$ cat config.mk
export PLATFORM = sky130hd
export DESIGN_NAME = fir_expected_table
export DESIGN_NICKNAME = d
export VERILOG_FILES = /design/src/rtl/fir_output_checker_pkg.sv /design/src/rtl/fir_output_checker_table.sv
export SDC_FILE = /design/constraint.sdc
export NUM_CORES = 1
export LEC_CHECK = 0
export CAP_MARGIN = 20
export CORE_MARGIN = 5
export CORE_UTILIZATION = 35
export DETAILED_ROUTE_END_ITERATION = 16
export REMOVE_ABC_BUFFERS = 1
export SLEW_MARGIN = 20
export SYNTH_ARGS = -nofsm -noshare
export SYNTH_HDL_FRONTEND = slang
export SYNTH_SLANG_ARGS = --single-unit
$ cat constraint.sdc
create_clock -name clk_i -period 2.1 [get_ports clk_i]
set_clock_uncertainty 0.1 [all_clocks]
set_input_delay 0.42 -clock clk_i [delete_from_list [all_inputs] [get_ports clk_i]]
set_output_delay 0.42 -clock clk_i [all_outputs]
set_load 0.02 [all_outputs]
$ cat src/rtl/fir_output_checker_pkg.sv
// fir_types: shared state encoding and default sample/table types for the FIR output checker.
package fir_types;
  typedef enum logic [1:0] {IDLE, RUN, DONE} state_e;
  localparam int FIR_DATA_W = 16;
  localparam int FIR_DEPTH = 4;
  typedef logic signed [FIR_DATA_W-1:0] sample_t;
  typedef sample_t table_t [FIR_DEPTH];
endpackage

$ cat src/rtl/fir_output_checker_table.sv
// fir_expected_table: reset-free table of expected samples, one sync write port, one comb read port.
module fir_expected_table import fir_types::*; #(
  parameter int DATA_W = 16,
  parameter int DEPTH = 4,
  parameter int IDX_W = $clog2(DEPTH)
) (
  input  logic                     clk_i,
  input  logic                     we_i,
  input  logic [IDX_W-1:0]         waddr_i,
  input  logic signed [DATA_W-1:0] wdata_i,
  input  logic [IDX_W-1:0]         raddr_i,
  output logic signed [DATA_W-1:0] rdata_o
);
  logic signed [DATA_W-1:0] mem_q [DEPTH];
  always_ff @(posedge clk_i)
    if (we_i && 32'(waddr_i) < DEPTH) mem_q[waddr_i] <= wdata_i;
  assign rdata_o = mem_q[raddr_i];
endmodule

==> metrics, run 1 <==
run status completed; GR met2 Demand/Resource 16.4%; LEAKAGE 0.00106 µW; CTS sink cnt 64; Area Growth Syn to Fin 30.1%; DRT iter0 DRCs 43; syn_area_per_cell 27.0 µm²; CP arrival 1510 ps; gr usage total 10.5%; # hold bufs at CTS 0; worst setup path class in -> out; Seq pwr share 57.7%; Hold Crit Class in -> reg; Sw Pwr 549 µW; setup slack at placement -710 ps; DR vias 1093; die width 92.4 µm; Worst EP required 1580 ps; Clock Tree Buf Depth 2; Sw Share 21.3%; Pwr Density 832 nW/µm²; hold path start wdata_i[0]; Inserted Diodes 0; layout cell share with drive strength beyond 1 33.8%; largest register by flop count mem_q; first-pass GRT wire length 6470 µm; CP startpoint raddr_i[1]; Routed Antenna Nets 0; largest net degree at the start of global routing 17; Max Slew Vio Count 0; # IOs 38; most frequent cells in the layout edfxtp_1 (64), clkdlybuf4s50_1 (19), buf_2 (12), mux4_2 (10), clkbuf_8 (9); WL per Instance 18.3 µm; met1 Track Usage GR 12.8%; clock-pin transition on the worst setup and hold timing paths 60 ps; most common cell after layout, fill and taps aside edfxtp_1; Internal Power 2020 µW; Worst VDD drop 277 µV; Max-slew headroom 85.2%; GR peak layer met2; grt total ovfl 0; Logic pwr share 9.9%; HPWL Detailed 2500 µm; fin worst setup slack 66.0 ps; crit end category primary output; Hold Crit Depth 1; Syn Inst Count 88; height of the die 92.4 µm; Via-to-Cell Ratio 4.86; Pwr Total 2570 µW; Max Clk Rate 492 MHz; Crit Path Max Fanout 8; multi-input logic area 419 µm²; synthesized flop and latch total 64; number of remaining DRC errors 0; register area share after synthesis 80.8%; cell chain of the critical path dlygate4sd2_1, bufbuf_16, mux4_2, buf_2; H-tree depth 3; CTS tree built; max reg flops 64; flip-flop and latch area 1920 µm²; Initial Util 35.4%; Post-CTS Setup Bufs 0; initial antenna violation count 0; total routed wirelength 4120 µm; Buffers on Ports 37; Crit path largest cell delay 310 ps; die area 8540 µm²; Final Cycle Share 96.9%; WP buf/inv 3; MaxCap Viol Count 0; Worst-Margin Slew 221 ps; YS warnings 0; Hold Path Sink mem_q[2][0]; Final min period 2030 ps; RSZ-0062 raised after global routing no; core area 6720 µm²; final setup violation count 0; crit path max-delay cell type bufbuf_16; 1st-pass router iterations 4; nets 162; Num CTS Buffers 9; clock power share 32.4%; vias in the first global route 1205; kind of cell adding the most delay to the critical path buffers and inverters; FILL cells 551; GPL Wtd Cong 0.661; met3 Use GR 3.49%; CP Launch Type input port; final design utilization 46.0%; Synth cell types 9; synthesized area 2380 µm²; final hold vios 0; CTS Root Cell clkbuf_8; largest registers in the final layout mem_q (64); # rows 30
==> cells by family (layout without fill, tap and decap cells) <==
family / after synthesis / after routing / share of synthesized area [%]
buffers and inverters: 4 / 61 / 1.74
DFF: 64 / 64 / 80.8
muxes: 16 / 16 / 16.1
and+or+nand+nor: 4 / 4 / 1.32
==> per-stage QoR <==
stage          TNS [ps]  area (µm²)  hold WS (ps)  std cells
2_1_floorplan     -1380        2340           419         84
3_3_place_gp     -10340        2930           947        207
3_5_place_dp     -10300        2930           956        207
4_1_cts               0        3110           600        225
5_1_grt               0        3090           615        225
6_report              0        3090           623        225
==> power groups by stage <==
stage / combinational [µW] / sequential, µW / clock (µW)
6_report: 256 / 1480 / 833
5_1_grt: 272 / 1490 / 921
4_1_cts: 266 / 1490 / 866
3_5_place_dp: 271 / 1510 / 0
3_3_place_gp: 266 / 1510 / 0
2_1_floorplan: 107 / 1510 / 0
==> what timing repair did <==
| item | 4_1_cts | 5_1_grt |
|---|---|---|
| setup endpoints to repair | 16 | 3 |
| resized for setup | 62 | 3 |
| cloned | 2 | 0 |
| pin swaps | 0 | 0 |
==> how the worst max path moves through the flow <==
stage | to | cells after the start
after CTS | rdata_o[1] | 4
final | rdata_o[13] | 4
after detailed placement | rdata_o[3] | 4
after global routing | rdata_o[6] | 4
after global placement | rdata_o[4] | 4
after floorplan | mem_q[0][0] | 1
==> cell usage after synthesis (all sizes together) <==
library cell	count	area [µm²]
buf	4	41.3
and3	1	6.26
nor3b	1	7.51
and3b	2	17.5
mux4	16	383
edfxtp	64	1920
==> per-layer routing <==
metal	vias up	wire (µm)
met4	0	58
li1	492	-
met1	567	1720
met2	30	2130
met5	-	0
met3	4	217
==> final cells by class <==
| class | instances | area share [%] |
|---|---|---|
| clock buffers | 11 | 4.25 |
| clock inverters | 5 | 0.769 |
| multi-input cells | 20 | 13.6 |
| flip-flops and latches | 64 | 62.2 |
| well taps | 80 | 3.24 |
| repair buffers | 45 | 16.0 |
(Power assumes the default switching activity.)
==> run 2: changes to the inputs <==
--- a/config.mk
+++ b/config.mk
@@ -7,7 +7,8 @@
 export LEC_CHECK = 0
 export CAP_MARGIN = 20
 export CORE_MARGIN = 5
-export CORE_UTILIZATION = 35
+export CORE_UTILIZATION = 40
+export CTS_CLUSTER_DIAMETER = 100
 export DETAILED_ROUTE_END_ITERATION = 16
 export REMOVE_ABC_BUFFERS = 1
 export SLEW_MARGIN = 20
==> run 2 against run 1 <==
- clock power barely moved
- final cell count fell by 0.89%
- via count rose by 2.0%
- final area fell by 3.0%
- sequential share of layout area rose by 1.9 points
- combinational power fell by 7%
- global-route usage rose by 1.9 points
- wire length rose by 0.27%
- first-iteration DRC count rose by 37%
- non-clock buffer count rose by 4
- die area fell by 11%
- critical endpoint is now rdata_o[15]
- highest routed layer unchanged
==> metrics, run 2 (synthesized netlist as in run 1, its figures left out) <==
Worst EP required 1580 ps (about the same); highest metal used met4; layout cell share with drive strength beyond 1 35.8% (+2.0 points); vias in the first global route 1260 (+4.6%); crit end category primary output; Inserted Diodes 0 (unchanged); CTS sink cnt 64 (unchanged); first-pass GRT wire length 6620 µm (+2.2%); final setup violation count 0 (unchanged); fin worst setup slack 47.2 ps (-18.9 ps); largest net degree at the start of global routing 13 (-4); worst setup path class in -> out; DR vias 1115 (+2.0%); RSZ-0062 raised after global routing no; Final Cycle Share 97.8% (+0.90 points); most frequent cells in the layout edfxtp_1 (64), clkdlybuf4s50_1 (19), buf_2 (16), mux4_2 (11); CTS tree built; Initial Util 40.6% (+5.3 points); Via-to-Cell Ratio 5.00 (+2.9%); Area Growth Syn to Fin 26.2%; H-tree depth 3 (unchanged); Buffers on Ports 37 (unchanged); gr usage total 12.4% (+1.9 points); die area 7580 µm² (-11%); number of remaining DRC errors 0 (unchanged); # hold bufs at CTS 0 (unchanged); hold_ws 626 ps (+3.60 ps); # IOs 38 (unchanged); # rows 28 (-6.7%); most common cell after layout, fill and taps aside edfxtp_1; initial antenna violation count 0 (unchanged); WL met2 2010 µm (-5.4%); nets 166 (+2.5%); Crit Path Max Fanout 8 (unchanged); core area 5850 µm² (-13%); grt total ovfl 0 (unchanged); total routed wirelength 4130 µm (+0.27%); die width 87.1 µm (-5.8%); Num CTS Buffers 9 (unchanged); Worst-Margin Slew 207 ps (-13.4 ps); Post-CTS Setup Bufs 0 (unchanged); 1st-pass router iterations 4 (unchanged); largest registers in the final layout mem_q (64); Max Clk Rate 487 MHz (-0.92%); Clock Tree Buf Depth 2 (unchanged); Post-Place Cells 207 (unchanged); LEAKAGE 0.00103 µW (-2.2%); CP startpoint raddr_i[0]; largest register by flop count mem_q; Pwr Total 2550 µW (-0.79%); CP arrival 1530 ps (+20 ps); DRT iter0 DRCs 59 (+37%); GPL Wtd Cong 0.675 (+2.1%); MaxCap Viol Count 0 (unchanged); HPWL Detailed 2680 µm (+7.2%); hold path start wdata_i[6]; met1 WL 1830 µm (+6.6%); Max Slew Vio Count 0 (unchanged); Max-slew headroom 86.2% (+0.96 points); max reg flops 64 (unchanged); Final min period 2050 ps (+18.9 ps); Hold Crit Class in -> reg; CTS Root Cell clkbuf_8; final hold vios 0 (unchanged); final design utilization 51.3% (+5.3 points); Worst VDD drop 483 µV (+74%); Post-Layout Cell Count 223 (-0.89%); Pwr Density 851 nW/µm² (+2.2%); clock-pin transition on the worst setup and hold timing paths 60 ps (about the same); setup slack at placement -708 ps (+2.07 ps); cts repair resizes 75 (+21%); wire length on met3 252 µm (+16%); CP Launch Type input port; Routed Antenna Nets 0 (unchanged); height of the die 87.1 µm (-5.8%); WL per Instance 18.5 µm (+1.2%); run status completed
## run 2: cell count changes in the layout (fill, tap and decap cells not counted), sizes merged
| cell | change |
|---|---|
| bufbuf | -1 |
| clkinvlp | +1 |
| clkbuf | -1 |
| clkinv | -1 |
| buf | +10 |
| clkdlybuf4s15 | -5 |
## run 2: cell type report
class | count | area, µm²
clock buffers | 10 | 128
clock inverters | 5 | 25.0
fillers | 462 | 2850
multi-input cells | 20 | 415
flip-flops and latches | 64 | 1920
well taps | 75 | 93.8
repair buffers | 49 | 417
## run 2: path summary, 6_finish.rpt
| kind | to | slack, ps | depth (start not counted) |
|---|---|---|---|
| max | rdata_o[15] | 50 | 4 |
| min | mem_q[2][6] | 630 | 1 |
## run 2: critical path: stages
cell,delay (ps)
buf_2,190
buf_12,160
mux4_1,570
buf_2,180
## run 2: metrics by stage
step	cell area [µm²]	TNS [ps]
after CTS	3000	0
after detailed placement	2900	-10280
after floorplan	2340	-1380
after global placement	2900	-10320
after global routing	3000	0
final	3000	0
## run 2: report_power, final
part	switching (µW)	internal [µW]	total (µW)
logic	118	120	238
clock network	421	409	830
registers	12.7	1470	1490
total	552	2000	2550
## run 2: per-layer routing
metal  vias up  global-route usage (%)
li1        499                       -
met1       579                    15.2
met2        33                    19.4
met3         4                    5.20
met4         0                    5.02
met5         -                       0
